**config.mk**
```make
export PLATFORM = sky130hd
export DESIGN_NAME = io_responder_flat
export DESIGN_NICKNAME = d
export VERILOG_FILES = /design/src/rtl/io_responder_pkg.sv /design/src/rtl/io_responder_if.sv /design/src/rtl/io_responder_key_debounce.sv /design/src/rtl/io_responder.sv /design/src/flat_wrapper.sv
export SDC_FILE = /design/constraint.sdc
export NUM_CORES = 1
export LEC_CHECK = 0
export CAP_MARGIN = 10
export CORE_UTILIZATION = 40
export DETAILED_ROUTE_END_ITERATION = 10
export MAX_ROUTING_LAYER = met4
export PLACE_DENSITY = 0.78
export SETUP_SLACK_MARGIN = 0.1
export SLEW_MARGIN = 5
export SYNTH_ARGS = -nofsm -noshare
export SYNTH_HDL_FRONTEND = slang
export SYNTH_SLANG_ARGS = --single-unit
```
**constraint.sdc**
```tcl
create_clock -name clk -period 3.2 [get_ports clk]
set_input_delay 0.64 -clock clk [delete_from_list [all_inputs] [get_ports clk]]
set_output_delay 0.64 -clock clk [all_outputs]
set_load 0.03 [all_outputs]
```
**src/rtl/io_responder_pkg.sv**
```systemverilog
// -----------------------------------------------------------------------------
// io_pkg : shared constants and helpers for the io_responder I/O block.
//   - IO_*_bit      : address bit that selects each device register
//                     (the device selects are one-hot in addr[7:2])
//   - KEY_RESET_VALUE : idle level of the active-low push-buttons
//   - DEBOUNCE_CYCLES_DEFAULT : default debounce length in synchronized cycles
//   - lane_pick()   : byte-lane write helper
// -----------------------------------------------------------------------------
package io_pkg;

   localparam int IO_LEDS_bit   = 2;
   localparam int IO_HEX_bit    = 3;
   localparam int IO_KEY_bit    = 4;
   localparam int IO_SW_bit     = 5;
   localparam int IO_KEYEVT_bit = 6;
   localparam int IO_TIMER_bit  = 7;

   localparam logic [3:0] KEY_RESET_VALUE = 4'hF;
   localparam int DEBOUNCE_CYCLES_DEFAULT = 4;

   // Returns the new byte when its lane enable is set, otherwise the old byte.
   function automatic logic [7:0] lane_pick(input logic [7:0] old_byte,
                                            input logic [7:0] new_byte,
                                            input logic       lane_en);
      logic [7:0] result;
      if (lane_en) begin
         result = new_byte;
      end else begin
         result = old_byte;
      end
      return result;
   endfunction

endpackage

```
**src/rtl/io_responder_if.sv**
```systemverilog
// -----------------------------------------------------------------------------
// io_bus_if : CPU data-bus view of the I/O region.
//   sel       : access targets the I/O region
//   addr      : data address, one-hot device select in [7:2]
//   writedata : store data
//   memwrite  : one-cycle store strobe
//   writemask : per-byte write enables
//   readdata  : combinational load data returned by the responder
// Modports: master (CPU side), slave (io_responder side).
// -----------------------------------------------------------------------------
interface io_bus_if;

   logic        sel;
   logic [31:0] addr;
   logic [31:0] writedata;
   logic        memwrite;
   logic [3:0]  writemask;
   logic [31:0] readdata;

   modport master (
      output sel, addr, writedata, memwrite, writemask,
      input  readdata
   );

   modport slave (
      input  sel, addr, writedata, memwrite, writemask,
      output readdata
   );

endinterface

```
**src/rtl/io_responder_key_debounce.sv**
```systemverilog
// -----------------------------------------------------------------------------
// key_debounce : one push-button channel.
//   clk, reset : clock and synchronous active-high reset
//   key_raw    : raw asynchronous button level (active-low)
//   key_db     : registered debounced level
//   press      : high in the cycle whose clock edge moves key_db from 1 to 0
// A 2-flop synchronizer feeds a run-length counter; key_db follows the
// synchronized level once it has differed for DEBOUNCE_CYCLES cycles.
// -----------------------------------------------------------------------------
module key_debounce
   import io_pkg::*;
#(
   parameter int DEBOUNCE_CYCLES = DEBOUNCE_CYCLES_DEFAULT
) (
   input  logic clk,
   input  logic reset,
   input  logic key_raw,
   output logic key_db,
   output logic press
);

   localparam logic [7:0] LAST_COUNT = 8'(DEBOUNCE_CYCLES - 1);

   logic       sync1_r;
   logic       sync2_r;
   logic       db_r;
   logic [7:0] cnt_r;
   logic       db_next_s;
   logic [7:0] cnt_next_s;

   // Debounce decision: restart the run whenever the input agrees with key_db.
   always_comb begin
      db_next_s  = db_r;
      cnt_next_s = cnt_r;
      if (sync2_r == db_r) begin
         cnt_next_s = 8'd0;
      end else if (cnt_r == LAST_COUNT) begin
         db_next_s  = sync2_r;
         cnt_next_s = 8'd0;
      end else begin
         cnt_next_s = cnt_r + 8'd1;
      end
   end

   // Synchronizer, counter and debounced level registers.
   always_ff @(posedge clk) begin
      if (reset) begin
         sync1_r <= KEY_RESET_VALUE[0];
         sync2_r <= KEY_RESET_VALUE[0];
         db_r    <= KEY_RESET_VALUE[0];
         cnt_r   <= 8'd0;
      end else begin
         sync1_r <= key_raw;
         sync2_r <= sync1_r;
         db_r    <= db_next_s;
         cnt_r   <= cnt_next_s;
      end
   end

   assign key_db = db_r;
   // Press is asserted in the same cycle the falling update is committed.
   assign press  = db_r & ~db_next_s;

endmodule

```
**src/rtl/io_responder.sv**
```systemverilog
// -----------------------------------------------------------------------------
// io_responder : memory-mapped I/O block (LEDs, HEX display, keys, switches,
// key-press events, optional free-running timer).
//   clk, reset : clock and synchronous active-high reset
//   bus        : io_bus_if.slave CPU data bus (sel/addr/writedata/memwrite/
//                writemask in, combinational readdata out)
//   KEY        : raw active-low push-buttons, debounced per key
//   SW         : raw slide switches, synchronized
//   LEDR       : registered LED value
//   hex_digits : registered six-nibble display value
// Build option: define IO_TIMER_EN to include the 32-bit timer at 0x180;
// without it the timer reads 0 and writes to it are ignored.
// -----------------------------------------------------------------------------
module io_responder
   import io_pkg::*;
#(
   parameter int DEBOUNCE_CYCLES = DEBOUNCE_CYCLES_DEFAULT
) (
   input  logic          clk,
   input  logic          reset,
   io_bus_if.slave       bus,
   input  logic [3:0]    KEY,
   input  logic [9:0]    SW,
   output logic [9:0]    LEDR,
   output logic [23:0]   hex_digits
);

   logic        wr_s;
   logic [3:0]  key_db_s;
   logic [3:0]  press_s;
   logic [9:0]  sw_sync1_r;
   logic [9:0]  sw_sync2_r;
   logic [9:0]  led_r;
   logic [9:0]  led_next_s;
   logic [23:0] hex_r;
   logic [23:0] hex_next_s;
   logic [3:0]  evt_r;
   logic [3:0]  evt_clr_s;
   logic [3:0]  evt_next_s;
   logic [31:0] timer_rd_s;
   logic        unused_bits_s;

   assign wr_s = bus.sel & bus.memwrite;

   // Address and data bits that no register decodes.
   assign unused_bits_s = ^{bus.addr[31:8], bus.addr[1:0],
                            bus.writedata[31:24], bus.writemask[3]};

   for (genvar g = 0; g < 4; g++) begin : g_key
      key_debounce #(
         .DEBOUNCE_CYCLES (DEBOUNCE_CYCLES)
      ) u_key_debounce (
         .clk     (clk),
         .reset   (reset),
         .key_raw (KEY[g]),
         .key_db  (key_db_s[g]),
         .press   (press_s[g])
      );
   end

   // Next values for the writable registers; several selects may hit at once.
   always_comb begin
      led_next_s = led_r;
      hex_next_s = hex_r;
      evt_clr_s  = 4'd0;
      if (wr_s && bus.addr[IO_LEDS_bit]) begin
         led_next_s[7:0] = lane_pick(led_r[7:0], bus.writedata[7:0], bus.writemask[0]);
         if (bus.writemask[1]) begin
            led_next_s[9:8] = bus.writedata[9:8];
         end else begin
            led_next_s[9:8] = led_r[9:8];
         end
      end else begin
         led_next_s = led_r;
      end
      if (wr_s && bus.addr[IO_HEX_bit]) begin
         hex_next_s[7:0]   = lane_pick(hex_r[7:0],   bus.writedata[7:0],   bus.writemask[0]);
         hex_next_s[15:8]  = lane_pick(hex_r[15:8],  bus.writedata[15:8],  bus.writemask[1]);
         hex_next_s[23:16] = lane_pick(hex_r[23:16], bus.writedata[23:16], bus.writemask[2]);
      end else begin
         hex_next_s = hex_r;
      end
      if (wr_s && bus.addr[IO_KEYEVT_bit] && bus.writemask[0]) begin
         evt_clr_s = bus.writedata[3:0];
      end else begin
         evt_clr_s = 4'd0;
      end
      // Set after clear so a press coinciding with its clear is kept.
      evt_next_s = (evt_r & ~evt_clr_s) | press_s;
   end

   // LED, HEX, event and switch-synchronizer registers.
   always_ff @(posedge clk) begin
      if (reset) begin
         led_r      <= 10'd0;
         hex_r      <= 24'd0;
         evt_r      <= 4'd0;
         sw_sync1_r <= 10'd0;
         sw_sync2_r <= 10'd0;
      end else begin
         led_r      <= led_next_s;
         hex_r      <= hex_next_s;
         evt_r      <= evt_next_s;
         sw_sync1_r <= SW;
         sw_sync2_r <= sw_sync1_r;
      end
   end

`ifdef IO_TIMER_EN
   logic [31:0] timer_r;
   logic [31:0] timer_inc_s;
   logic [31:0] timer_next_s;

   // Written lanes take the store data, the rest keep the incremented count.
   always_comb begin
      timer_inc_s  = timer_r + 32'd1;
      timer_next_s = timer_inc_s;
      if (wr_s && bus.addr[IO_TIMER_bit]) begin
         for (int i = 0; i < 4; i++) begin
            timer_next_s[8*i +: 8] = lane_pick(timer_inc_s[8*i +: 8],
                                               bus.writedata[8*i +: 8],
                                               bus.writemask[i]);
         end
      end else begin
         timer_next_s = timer_inc_s;
      end
   end

   // Free-running timer register.
   always_ff @(posedge clk) begin
      if (reset) begin
         timer_r <= 32'd0;
      end else begin
         timer_r <= timer_next_s;
      end
   end

   assign timer_rd_s = timer_r;
`else
   assign timer_rd_s = 32'd0;
`endif

   // Load mux: the lowest set select bit wins; reads never change state.
   always_comb begin
      bus.readdata = 32'd0;
      if (!bus.sel) begin
         bus.readdata = 32'd0;
      end else if (bus.addr[IO_LEDS_bit]) begin
         bus.readdata = {22'd0, led_r};
      end else if (bus.addr[IO_HEX_bit]) begin
         bus.readdata = {8'd0, hex_r};
      end else if (bus.addr[IO_KEY_bit]) begin
         bus.readdata = {28'd0, key_db_s};
      end else if (bus.addr[IO_SW_bit]) begin
         bus.readdata = {22'd0, sw_sync2_r};
      end else if (bus.addr[IO_KEYEVT_bit]) begin
         bus.readdata = {28'd0, evt_r};
      end else if (bus.addr[IO_TIMER_bit]) begin
         bus.readdata = timer_rd_s;
      end else begin
         bus.readdata = 32'd0;
      end
   end

   assign LEDR       = led_r;
   assign hex_digits = hex_r;

endmodule

```
**src/flat_wrapper.sv**
```systemverilog
// flat-port wrapper written by rule: the top's interface ports become plain ports
module io_responder_flat import io_pkg::*;
#(
   parameter int DEBOUNCE_CYCLES = DEBOUNCE_CYCLES_DEFAULT
)
  (clk, reset, KEY, SW, LEDR, hex_digits, bus_sel, bus_addr, bus_writedata, bus_memwrite, bus_writemask, bus_readdata);
  io_bus_if bus_i ();
  input  logic clk;
  input  logic reset;
  input  logic [3:0] KEY;
  input  logic [9:0] SW;
  output logic [9:0] LEDR;
  output logic [23:0] hex_digits;
  input wire logic [$bits(bus_i.sel)-1:0] bus_sel;
  input wire logic [$bits(bus_i.addr)-1:0] bus_addr;
  input wire logic [$bits(bus_i.writedata)-1:0] bus_writedata;
  input wire logic [$bits(bus_i.memwrite)-1:0] bus_memwrite;
  input wire logic [$bits(bus_i.writemask)-1:0] bus_writemask;
  output wire logic [$bits(bus_i.readdata)-1:0] bus_readdata;
  assign bus_i.sel = bus_sel;
  assign bus_i.addr = bus_addr;
  assign bus_i.writedata = bus_writedata;
  assign bus_i.memwrite = bus_memwrite;
  assign bus_i.writemask = bus_writemask;
  assign bus_readdata = bus_i.readdata;
  io_responder #(.DEBOUNCE_CYCLES(DEBOUNCE_CYCLES)) u_core (.clk(clk), .reset(reset), .bus(bus_i), .KEY(KEY), .SW(SW), .LEDR(LEDR), .hex_digits(hex_digits));
endmodule
```
After elaboration in Yosys (flattened, before gate mapping)

Index checks and enable logic that the tools add are counted.

Word-level logic and storage cells: 76
Bits of input ports: 86
Register bits after elaboration: 102
Output and inout bits: 66

Eq/ne operators: 8
Multiplexer cells: 15
Add/sub/neg operators: 4
Reductions and logical operators: 13
Bitwise operators: 12

Operators with widths:

| cell                  | count |
|---|---|
| $mux W32              | 5 |
| $add A8 B1 Y8 const B | 4 |
| $eq A8 B2 Y1 const B  | 4 |
| $reduce_or A3 Y1      | 4 |
| $reduce_and A2 Y1     | 5 |
| $mux W1               | 8 |
| $mux W4               | 2 |
| $and A1 B1 Y1         | 5 |
| $and A4 B4 Y4         | 1 |
| $eq A1 B1 Y1          | 4 |
| $logic_and A1 B1 Y1   | 4 |
| $not A1 Y1            | 4 |
| $not A4 Y4            | 1 |
| $or A4 B4 Y4          | 1 |

Longest topological paths before layout

Gate-level depths: netlist of run 1.

Depth after elaboration: 7
Gate-level depth with buffers: 5
Depth with buffers taken out: 4

Hierarchy

Synthesis of run 1 repeated with hierarchy kept, for this count alone.

Cell total of the unflattened synthesis: 497
Area total of the unflattened synthesis: 4380.5 µm²

By module, submodules not included:

| module       | area each (µm²) | sequential area each (µm²) | cells each | times used |
|---|---|---|---|---|
| io_responder | 2498.6          | 1161.1                     | 297        | 1 |
| key_debounce | 470.5           | 220.2                      | 50         | 4 |

Worst setup path before layout of run 1

No wires, ideal clock.

Path kind: input port to output port
Start point: in bus_addr[4]
End point: out bus_readdata[4]
Cell stages on the path: 4
Path slack: 0.511 ns
Buffers on the path: 1
Data required time: 2.560 ns
Data arrival time: 2.049 ns
Cells stage by stage: clkbuf_1 nor4b_1 a221oi_1 nor2b_1

Cells in the longest elaborated chain, start to end: 4

Ends and longest elaborated chain:

| what            | RTL line            | source |
|---|---|---|
| start, declared | flat_wrapper.sv:15  | `input wire logic [$bits(bus_i.addr)-1:0] bus_addr;` |
| $mux W32        | io_responder.sv:152 | `end else if (bus.addr[IO_KEY_bit]) begin` |
| $mux W32        | io_responder.sv:150 | `end else if (bus.addr[IO_HEX_bit]) begin` |
| $mux W32        | io_responder.sv:148 | `end else if (bus.addr[IO_LEDS_bit]) begin` |
| $mux W32        | io_responder.sv:146 | `if (!bus.sel) begin` |
| end, declared   | flat_wrapper.sv:19  | `output wire logic [$bits(bus_i.readdata)-1:0] bus_readdata;` |

No other way between the ends.

Worst setup path after layout of run 1

Start point: in bus_addr[5]
End point: out bus_readdata[0]

Cells in the longest elaborated chain, start to end: 5

Ends and longest elaborated chain:

| what     | RTL line            | source |
|---|---|---|
| $mux W32 | io_responder.sv:154 | `end else if (bus.addr[IO_SW_bit]) begin` |
| $mux W32 | io_responder.sv:152 |  |
| $mux W32 | io_responder.sv:150 |  |
| $mux W32 | io_responder.sv:148 |  |
| $mux W32 | io_responder.sv:146 |  |

No other way between the ends.

==> results of run 1 <==
[power by group through the flow]
stage / registers, µW / logic (µW) / clock network, µW
after global placement: 1340 / 223 / 0
after global routing: 1310 / 243 / 920
after floorplan: 1350 / 101 / 0
after detailed placement: 1340 / 225 / 0
after CTS: 1310 / 226 / 867
final: 1310 / 226 / 846
[cell type report]
| class | instances | area (µm²) | area share (%) |
|---|---|---|---|
| Timing Repair Buffer | 114 | 1070 | 19.5 |
| Tap cell | 133 | 166 | 3.03 |
| Clock buffer | 10 | 138 | 2.50 |
| Inverter | 17 | 63.8 | 1.16 |
| Multi-Input combinational cell | 341 | 1940 | 35.3 |
| Clock inverter | 6 | 75.1 | 1.37 |
| Sequential cell | 102 | 2040 | 37.2 |
[layer usage]
| layer | track usage, % | wire, µm | vias to the layer above | share of wire (%) |
|---|---|---|---|---|
| met5 | - | 0 | - | 0 |
| met4 | 6.94 | 182 | 0 | 1.8 |
| met3 | 3.32 | 468 | 18 | 4.7 |
| met2 | 32.0 | 4780 | 126 | 49 |
| met1 | 24.0 | 4420 | 1711 | 45 |
| li1 | - | - | 1840 | - |
[critical path: cells and delay by family]
kind | cells | cell delay, ns
buffers and inverters | 2 | 0.82
AOI/OAI and AO/OA | 3 | 0.74
[registers in the layout (all words and copies together), names as in the netlist]
register                             count
u_core.sw_sync2_r                       10
u_core.LEDR                             10
u_core.g_key.u_key_debounce.cnt_r       32
u_core.hex_digits                       24
u_core.g_key.u_key_debounce.sync1_r      4
u_core.evt_r                             4
u_core.g_key.u_key_debounce.key_db       4
u_core.sw_sync1_r                       10
u_core.g_key.u_key_debounce.sync2_r      4
[metrics by stage]
| step | hold WS (ns) | power [µW] |
|---|---|---|
| 6_report | 0.424 | 2380 |
| 3_3_place_gp | 0.393 | 1560 |
| 5_1_grt | 0.439 | 2480 |
| 2_1_floorplan | 0.389 | 1450 |
| 3_5_place_dp | 0.399 | 1560 |
| 4_1_cts | 0.426 | 2400 |
[logic make-up (layout without fill, tap and decap cells)]
logic type | after synthesis | count (layout) | synth area share [%]
other | 1 | 8 | 0.0902
DFF | 102 | 102 | 49.1
buffers and inverters | 46 | 147 | 4.87
AOI/OAI and AO/OA | 99 | 99 | 13.6
and+or+nand+nor | 212 | 212 | 27.3
xor gates and xnor gates | 16 | 16 | 3.37
adders and majority gates | 4 | 4 | 1.20
muxes | 2 | 2 | 0.481
[worst min-delay path by stage]
stage,slack [ns],to,cells after the start,startpoint
floorplan,0.39,u_core.g_key[0].u_key_debounce.sync2_r$_SDFF_PP1_,1,u_core.g_key[0].u_key_debounce.sync1_r$_SDFF_PP1_
global placement,0.39,u_core.g_key[1].u_key_debounce.sync2_r$_SDFF_PP1_,1,u_core.g_key[1].u_key_debounce.sync1_r$_SDFF_PP1_
detailed placement,0.40,u_core.g_key[2].u_key_debounce.sync2_r$_SDFF_PP1_,1,u_core.g_key[2].u_key_debounce.sync1_r$_SDFF_PP1_
CTS,0.43,u_core.g_key[0].u_key_debounce.sync2_r$_SDFF_PP1_,1,u_core.g_key[0].u_key_debounce.sync1_r$_SDFF_PP1_
global route,0.44,u_core.g_key[1].u_key_debounce.sync2_r$_SDFF_PP1_,1,u_core.g_key[1].u_key_debounce.sync1_r$_SDFF_PP1_
finish,0.42,u_core.g_key[2].u_key_debounce.sync2_r$_SDFF_PP1_,1,u_core.g_key[2].u_key_debounce.sync1_r$_SDFF_PP1_
[placed cells by master (no fill, tap or decap), types with 6 or more instances in the layout]
master             n
o21ai_0           23
a21oi_1           58
xnor2_1            6
xor2_1            10
clkdlybuf4s50_1   82
buf_4             30
or2_2              8
nor2b_1           27
and3b_1            6
or3_1             14
nor2_1            21
nand4_1           10
clkbuf_8          10
nand2_1           73
conb_1             8
dfxtp_1          102
and2_1            14
a221oi_1           6
nand3_1           15
inv_1             17
==> summary.txt, run 1 <==
Clock tree
  – Clock latency on the worst-skew pair: 0.36 ns
  – H-tree depth: 3
  – Clk sink count: 102
  – Cts repair resizes: 0
  – TritonCTS Buffers: 9
  – Clock transition at the registers of the reported paths: 0.10 ns
  – Postcts setup bufs: 0
  – # hold bufs at CTS: 0
  – Maximum root-to-sink buffer count: 2
  – CTS tree: built
  – Root buffer cell: clkbuf_8

Yosys
  – Distinct cell type count after synthesis: 40
  – Post-synth EDFFs: 0
  – Area leader, netlist: dfxtp_1
  – Synth top area cells: dfxtp_1, a21oi_1, nand2_1
  – Commonest cells post-synth: dfxtp_1, nand2_1, a21oi_1, nor2b_1, o21ai_0
  – Share of flip-flops with an asynchronous set or reset: 0%
  – Seq cells post-synth: 102
  – Mapped Area: 4160 µm²
  – Most common cell in the netlist: dfxtp_1
  – Post-synthesis sequential area ratio: 49.1%
  – Top_reg_cell synth: dfxtp_1
  – Cells after Synth: 482
  – Syn Area/Cell: 8.63 µm²
  – Yosys warns: 0
  – Synth top area share: 49.1%

Setup path
  – Top cell by count, worst path: a21oi_1
  – CP Data Required Time: 2.56 ns
  – CP Launch Type: input port
  – Worst Path Max Fanout: 9
  – RR Endpoint: u_core.g_key[3].u_key_debounce.cnt_r[2]$_SDFF_PP0_
  – Worst-path cell chain: clkdlybuf4s50_1, a21oi_1, a221o_1, a21oi_1, buf_12
  – RR Startpoint: u_core.g_key[3].u_key_debounce.cnt_r[0]$_SDFF_PP0_
  – Critical Path Start: bus_addr[5]
  – R2R setup slack: 1.14 ns
  – Crit path kind: in -> out
  – Crit path largest cell delay: 0.65 ns
  – Capture point of the worst path: bus_readdata[0]
  – Worst Reg-to-Reg Cells: 4
  – CP max-delay cell: clkdlybuf4s50_1
  – Crit path arrival time: 2.20 ns
  – Crit. End Element: primary output

Final layout
  – Fill count: 911
  – Post-Layout Cell Count: 723
  – NumNets Final: 675
  – P&R area growth vs syn: 32.2%
  – Final Util: 55.5%
  – Fraction of layout cells with a size suffix above 1: 10.2%
  – Final instance area: 5500 µm²
  – Diode count: 0

Routing
  – Antenna-violating nets left: 0
  – Post-route DRC: 0
  – Wire per inst: 13.6 µm
  – Vias: 3,695
  – DR iter-0 viols: 191
  – Via density: 5.11
  – Final WL: 9850 µm
  – Drt pass-1 iters: 4

Power
  – Flop pwr share: 55.0%
  – Pwr dens: 433 nW/µm²
  – Sw Ratio: 24.5%
  – Worst vdd ir: 0.000365 V
  – Comb pwr share: 9.5%
  – Leakage: 0.00202 µW
  – Pint: 1800 µW
  – Clock power share: 35.5%
  – NetSw: 583 µW

Run
  – Max_cap viols: 0

Global routing
  – Initial antenna violation count: 0
  – Grt ovf: 0
  – Vias in the first global route: 3,550
  – Largest net degree at the start of global routing: 69
  – First-pass GRT wire length: 16,900 µm
  – GR Util All Layers: 19.4%

Place
  – Placed standard-cell area: 5280 µm²
  – GPL Wtd Cong: 0.853
  – PortBufs: 107
  – Setup WS pre-CTS: 0.365 ns
  – Placed cells: 707
  – DP Wirelength: 7230 µm

Floorplan
  – Die area: 10,800 µm²
  – Core area: 9910 µm²
  – Row count: 36
  – Die height: 104 µm
  – Die X: 104 µm
  – Initial Util: 42.0%
  – IO Pins: 152

STA
  – Peak Freq: 352 MHz
  – Fin crit period: 2.84 ns
  – Final setup skew: 0.00549 ns
  – Setup tns final: 0 ns
  – Slew Limit Fails: 0
  – Slew HR: 49.6%
  – Period utilisation layout: 88.7%
  – RSZ-0062 raised after global routing: no
  – Worst-Margin Slew: 0.746 ns
  – Setup violators final: 0
  – Final setup margin: 0.362 ns
  – Final Hold Viols: 0

Min path
  – Hold Crit Class: reg -> reg

Outcome
  – Status: completed
(Power assumes the default switching activity.)
==> inputs of run 2 (changes only) <==
==> constraint.sdc (replaced) <==
create_clock -name clk -period 3.1 [get_ports clk]
set_input_delay 0.62 -clock clk [delete_from_list [all_inputs] [get_ports clk]]
set_output_delay 0.62 -clock clk [all_outputs]
set_load 0.03 [all_outputs]
==> run 2 against run 1 <==
  * Hold slack worse by 0.0023 ns
  * Die area unchanged
  * First-iteration DRC count up 48%
  * Total power up 3.0%
  * Clock power up 2%
  * Register-to-register slack worse by 0.08 ns
  * Cell area down 0.18%
  * Non-clock buffer count unchanged
  * Sequential power up 3%
  * Largest power group unchanged
  * Highest routed layer unchanged
==> summary.txt, run 2 (synthesis results as in run 1) <==
Global routing
  – Grt ovf: 0 (unchanged)
  – GR Util All Layers: 20.2% (+0.79 points)
  – Largest net degree at the start of global routing: 50 (-28%)
  – Initial antenna violation count: 0 (unchanged)
  – First-pass GRT wire length: 17,200 µm (+2.1%)
  – Vias in the first global route: 3,612 (+1.7%)

Setup path
  – Crit path max-delay family: buffers and inverters
  – Worst Path Buf+Inv: 3 (+1)
  – Crit. End Element: primary output
  – Crit path arrival time: 2.27 ns (+0.07 ns)
  – CP Data Required Time: 2.48 ns (-0.08 ns)
  – Crit path kind: in -> out
  – Top cell by count, worst path: buf_4
  – CP max-delay cell: clkdlybuf4s50_1
  – Worst Path Max Fanout: 9 (unchanged)
  – Crit path largest cell delay: 0.61 ns (-0.04 ns)
  – CP Launch Type: input port
  – Worst-path cell chain: clkdlybuf4s50_1, nor4b_1, buf_4, a221oi_1, nor2b_1, buf_4

Floorplan
  – Row count: 36 (unchanged)
  – IO Pins: 152 (unchanged)
  – Die X: 104 µm (unchanged)
  – Core area: 9910 µm² (unchanged)
  – Die area: 10,800 µm² (unchanged)
  – Die height: 104 µm (unchanged)
  – Initial Util: 42.0% (unchanged)

Clock tree
  – Postcts setup bufs: 0 (unchanged)
  – Root buffer cell: clkbuf_8
  – Maximum root-to-sink buffer count: 2 (unchanged)
  – TritonCTS Buffers: 9 (unchanged)
  – Clock latency on the worst-skew pair: 0.37 ns (about the same)
  – Cts repair resizes: 0 (unchanged)
  – H-tree depth: 3 (unchanged)
  – Clock transition at the registers of the reported paths: 0.10 ns (about the same)
  – # hold bufs at CTS: 0 (unchanged)
  – Clk sink count: 102 (unchanged)
  – CTS tree: built

Routing
  – Antenna-violating nets left: 0 (unchanged)
  – Vias: 3,757 (+1.7%)
  – Via density: 5.20 (+1.7%)
  – Final WL: 10,400 µm (+5.3%)
  – Wire per inst: 14.3 µm (+5.3%)
  – DR iter-0 viols: 283 (+48%)
  – Drt pass-1 iters: 5 (+1)
  – Post-route DRC: 0 (unchanged)

Power
  – Worst vdd ir: 0.000351 V (-3.9%)
  – Leakage: 0.00202 µW (-0.30%)
  – Pwr dens: 447 nW/µm² (+3.2%)

Place
  – DP Wirelength: 7550 µm (+4.5%)
  – PortBufs: 107 (unchanged)
  – Placed cells: 707 (unchanged)
  – GPL Wtd Cong: 0.849 (-0.45%)
  – Setup WS pre-CTS: 0.285 ns (-0.0798 ns)

Final layout
  – Most flop-heavy register: u_core.g_key.u_key_debounce.cnt_r
  – Diode count: 0 (unchanged)
  – NumNets Final: 675 (unchanged)
  – Post-Layout Cell Count: 723 (unchanged)
  – Commonest non-fill, non-tap cells in the layout: dfxtp_1, clkdlybuf4s50_1, nand2_1
  – P&R area growth vs syn: 31.9%
  – Final Util: 55.4% (-0.10 points)
  – Most common cell after layout, fill and taps aside: dfxtp_1
  – Max reg flops: 32 (unchanged)
  – Fraction of layout cells with a size suffix above 1: 10.0% (-0.17 points)

STA
  – Final setup skew: 0.00838 ns (+0.00289 ns)
  – Fin crit period: 2.89 ns
  – Setup tns final: 0 ns (unchanged)
  – Period utilisation layout: 93.2%
  – Slew Limit Fails: 0 (unchanged)
  – Final Hold Viols: 0 (unchanged)
  – Peak Freq: 346 MHz
  – RSZ-0062 raised after global routing: no
  – Worst-Margin Slew: 0.732 ns (-0.0139 ns)
  – Slew HR: 50.5% (+0.94 points)
  – Setup violators final: 0 (unchanged)
  – Final setup margin: 0.211 ns (-0.151 ns)

Run
  – Max_cap viols: 0 (unchanged)

Min path
  – Hold Crit Class: reg -> reg

Outcome
  – Status: completed
-- run 2: cell counts in the layout (fill, tap and decap cells not counted) --
No cell type changed its count.
-- run 2: path summary, 6_finish.rpt --
| path | startpoint | depth (start not counted) | slack [ns] | end |
|---|---|---|---|---|
| worst max-delay path | bus_addr[5] | 6 | 0.21 | bus_readdata[6] |
| worst min-delay path | u_core.g_key[1].u_key_debounce.sync1_r$_SDFF_PP1_ | 1 | 0.42 | u_core.g_key[1].u_key_debounce.sync2_r$_SDFF_PP1_ |
| worst max register to register | u_core.g_key[3].u_key_debounce.cnt_r[0]$_SDFF_PP0_ | 4 | 1.06 | u_core.g_key[3].u_key_debounce.cnt_r[2]$_SDFF_PP0_ |
| worst min register to register | u_core.g_key[1].u_key_debounce.sync1_r$_SDFF_PP1_ | 1 | 0.42 | u_core.g_key[1].u_key_debounce.sync2_r$_SDFF_PP1_ |
-- run 2: power by group --
| part | internal (µW) | switching (µW) | total, µW |
|---|---|---|---|
| Sequential | 1340 | 15.2 | 1350 |
| Clock | 387 | 477 | 864 |
| Combinational | 111 | 125 | 236 |
-- run 2: stage by stage --
step | cell area [µm²] | hold WS, ns | power, µW
finish | 5490 | 0.422 | 2450
global route | 5490 | 0.443 | 2540
CTS | 5490 | 0.422 | 2470
detailed placement | 5280 | 0.397 | 1620
global placement | 5280 | 0.393 | 1610
floorplan | 4190 | 0.389 | 1500
-- run 2: cell type report --
| type | instances | area [µm²] |
|---|---|---|
| inverters | 17 | 63.8 |
| clock inverters | 6 | 75.1 |
| repair buffers | 114 | 1070 |
| flip-flops and latches | 102 | 2040 |
| multi-input cells | 341 | 1940 |
| well taps | 133 | 166 |
| clock buffers | 10 | 128 |
| fillers | 909 | 4420 |
-- run 2: layer usage --
metal  vias to the layer above  global-route usage (%)  part of all wire (%)
li1                       1845                       -                     -
met1                      1777                    23.3                    44
met2                       120                    34.6                    51
met3                        15                    4.07                   4.1
met4                         0                    7.65                   1.6
met5                         -                       -                     0
==> inputs of run 3 (changes only) <==
--- a/config.mk
+++ b/config.mk
@@ -9,9 +9,10 @@
 export CORE_UTILIZATION = 40
 export DETAILED_ROUTE_END_ITERATION = 10
 export MAX_ROUTING_LAYER = met4
-export PLACE_DENSITY = 0.78
+export PLACE_DENSITY = 0.77
 export SETUP_SLACK_MARGIN = 0.1
 export SLEW_MARGIN = 5
 export SYNTH_ARGS = -nofsm -noshare
 export SYNTH_HDL_FRONTEND = slang
+export SYNTH_HIERARCHICAL = 1
 export SYNTH_SLANG_ARGS = --single-unit
==> run 3 against run 2 <==
  * Via count rose by 3.5%
  * Utilization decreased by 1.2 points
  * Fmax up 3.7%
  * Critical path type unchanged
  * Largest power group unchanged
==> summary.txt, run 3 <==
Final layout
  – P&R area growth vs syn: 29.4%
  – Footprint of the multi-input gates: 2090 µm² (+7.7%)
  – Max reg flops: 32 (unchanged)
  – Diode count: 0 (unchanged)
  – Storage element area: 2040 µm² (unchanged)
  – Most flop-heavy register: u_core/g_key.u_key_debounce/cnt_r
  – Most common cell after layout, fill and taps aside: dfxtp_1
  – Fraction of layout cells with a size suffix above 1: 12.0% (+2.0 points)
  – NumNets Final: 686 (+1.6%)
  – Post-Layout Cell Count: 737 (+1.9%)
  – Fill count: 957 (+5.3%)
  – Commonest non-fill, non-tap cells in the layout: dfxtp_1, nand2_1, clkdlybuf4s50_1

Clock tree
  – Clock latency on the worst-skew pair: 0.37 ns (about the same)
  – Clock transition at the registers of the reported paths: 0.10 ns (about the same)
  – Clk sink count: 102 (unchanged)
  – H-tree depth: 3 (unchanged)
  – Maximum root-to-sink buffer count: 2 (unchanged)
  – CTS tree: built
  – TritonCTS Buffers: 9 (unchanged)
  – Postcts setup bufs: 0 (unchanged)
  – Root buffer cell: clkbuf_8

Routing
  – Antenna-violating nets left: 0 (unchanged)
  – Drt pass-1 iters: 5 (unchanged)
  – Final WL: 10,900 µm (+5.1%)
  – Wire per inst: 14.8 µm (+3.1%)
  – Via density: 5.28 (+1.5%)
  – Vias: 3,889 (+3.5%)
  – DR iter-0 viols: 277 (-2.1%)
  – Post-route DRC: 0 (unchanged)

STA
  – Slew Limit Fails: 0 (unchanged)
  – Setup tns final: 0 ns (unchanged)
  – Fin crit period: 2.79 ns (-0.103 ns)
  – Slew HR: 59.1% (+8.6 points)
  – Peak Freq: 359 MHz (+3.7%)
  – RSZ-0062 raised after global routing: no
  – Period utilisation layout: 89.9% (-3.3 points)
  – Worst-Margin Slew: 0.613 ns (-0.119 ns)
  – Final setup skew: 0.00765 ns (-0.000728 ns)
  – Final Hold Viols: 0 (unchanged)
  – Setup violators final: 0 (unchanged)
  – Hold_ws: 0.416 ns (-0.00558 ns)

Place
  – PortBufs: 107 (unchanged)
  – GPL Wtd Cong: 0.803 (-5.4%)
  – DP Wirelength: 7860 µm (+4.0%)
  – Placed cells: 721 (+2.0%)

Floorplan
  – Row count: 37 (+2.8%)
  – Die height: 107 µm (+2.6%)
  – IO Pins: 152 (unchanged)
  – Core area: 10,500 µm² (+5.6%)
  – Die area: 11,400 µm² (+5.2%)
  – Initial Util: 41.9% (-0.10 points)
  – Die X: 107 µm (+2.6%)

Global routing
  – Largest net degree at the start of global routing: 47 (-6.0%)
  – Initial antenna violation count: 0 (unchanged)
  – Grt ovf: 0 (unchanged)
  – GR Util All Layers: 20.5% (+0.29 points)
  – Vias in the first global route: 3,652 (+1.1%)
  – First-pass GRT wire length: 18,000 µm (+4.8%)

Setup path
  – Worst Path Max Fanout: 9 (unchanged)
  – CP Data Required Time: 2.48 ns (about the same)
  – CP Launch Type: input port
  – Crit. End Element: primary output
  – RR Startpoint: u_core/g_key[1].u_key_debounce/cnt_r[4]$_SDFF_PP0_
  – Crit path kind: in -> out
  – R2R setup slack: 0.97 ns (-0.09 ns)
  – Crit path arrival time: 2.17 ns (-0.10 ns)
  – Critical Path Start: bus_addr[5]

Yosys
  – Yosys warns: 6 (+6)
  – Post-synth EDFFs: 0 (unchanged)
  – Distinct cell type count after synthesis: 36 (-10%)
  – Commonest cells post-synth: dfxtp_1, nand2_1, a21oi_1, nor2b_1, nor2_1
  – Most common cell in the netlist: dfxtp_1
  – Seq cells post-synth: 102 (unchanged)
  – Synth top area cells: dfxtp_1, nand2_1, a21oi_1
  – Share of flip-flops with an asynchronous set or reset: 0% (unchanged)
  – Top_reg_cell synth: dfxtp_1
  – Post-synthesis sequential area ratio: 46.6% (-2.5 points)
  – Syn Area/Cell: 8.81 µm² (+2.1%)
  – Cells after Synth: 497 (+3.1%)
  – Area leader, netlist: dfxtp_1
  – Mapped Area: 4380 µm² (+5.3%)
  – Synth top area share: 46.6% (-2.5 points)

Power
  – Worst vdd ir: 0.000395 V (+12%)
  – Pwr dens: 454 nW/µm² (+1.5%)
  – Leakage: 0.00200 µW (-0.82%)

Run
  – Max_cap viols: 0 (unchanged)

Min path
  – Hold wc startpoint: u_core/g_key[0].u_key_debounce/sync1_r$_SDFF_PP1_
  – Hold Crit Class: reg -> reg

Outcome
  – Status: completed
run 3: cell count changes in the layout (fill, tap and decap cells not counted), moves of 5 or more:
| cell | delta |
|---|---|
| xnor2_1 | -6 |
| nor3b_1 | +7 |
| and3b_1 | -6 |
| a21oi_1 | -14 |
| and4_1 | +5 |
| or4_4 | +7 |
| nand2_1 | +15 |
run 3: area by class of cell:
cell class / count / share of cell area, %
clock buffers: 9 / 2.19
clock inverters: 7 / 1.97
flip-flops and latches: 102 / 36.0
well taps: 136 / 3.00
inverters: 17 / 1.13
multi-input cells: 353 / 36.9
repair buffers: 113 / 18.8
run 3: report_power, final:
group	leakage [µW]	internal, µW	total, µW	switching (µW)
Combinational	0.00105	116	252	136
Sequential	0.000830	1340	1350	15.9
Clock	0.000120	476	964	488
Total	0.00200	1930	2570	641
run 3: worst paths after layout:
kind | cells after the start | endpoint
worst max-delay path | 5 | bus_readdata[5]
worst min register to register | 1 | u_core/g_key[0].u_key_debounce/sync2_r$_SDFF_PP1_
worst min-delay path | 1 | u_core/g_key[0].u_key_debounce/sync2_r$_SDFF_PP1_
worst max register to register | 5 | u_core/evt_r[1]$_SDFF_PP0_
run 3: per-layer routing:
metal  track usage, %  part of all wire (%)  wire length, µm  vias up
met5                -                     0                0        -
met4             6.56                  0.94              102        0
li1                 -                     -                -     1905
met3             3.71                   5.6              613        7
met2             33.1                    50             5400      137
met1             26.1                    44             4790     1840
run 3: repair_timing:
| item | CTS | global route |
|---|---|---|
| hold buffers | 0 | 0 |
| gates resized for setup | 0 | 1 |
| setup endpoints to repair | 0 | 2 |
run 3: critical path, cell delays in order:
cell and delay, ns:
clkdlybuf4s50_1 0.65, nor3b_4 0.41, a221oi_1 0.13, nor2_1 0.17, buf_4 0.18
run 3: cell families (layout without fill, tap and decap cells):
logic type / Yosys count / in the layout / share of synthesized area, %
AOI/OAI and AO/OA: 96 / 96 / 13.8
xor gates and xnor gates: 12 / 12 / 2.40
adders and majority gates: 4 / 4 / 1.14
buffers and inverters: 49 / 146 / 6.28
DFF: 102 / 102 / 46.6
muxes: 2 / 2 / 0.457
other: 1 / 8 / 0.0856
and+or+nand+nor: 231 / 231 / 29.2
run 3: metrics by stage:
step / cell area [µm²] / utilization, % / total power [µW] / setup WS, ns
after detailed placement: 5430 / 51.9 / 1630 / 0.193
after global routing: 5670 / 54.2 / 2670 / 0.192
after floorplan: 4410 / - / 1520 / 0.934
final: 5670 / 54.2 / 2570 / 0.314
after global placement: 5430 / 51.9 / 1630 / 0.222
after CTS: 5660 / 54.1 / 2590 / 0.181
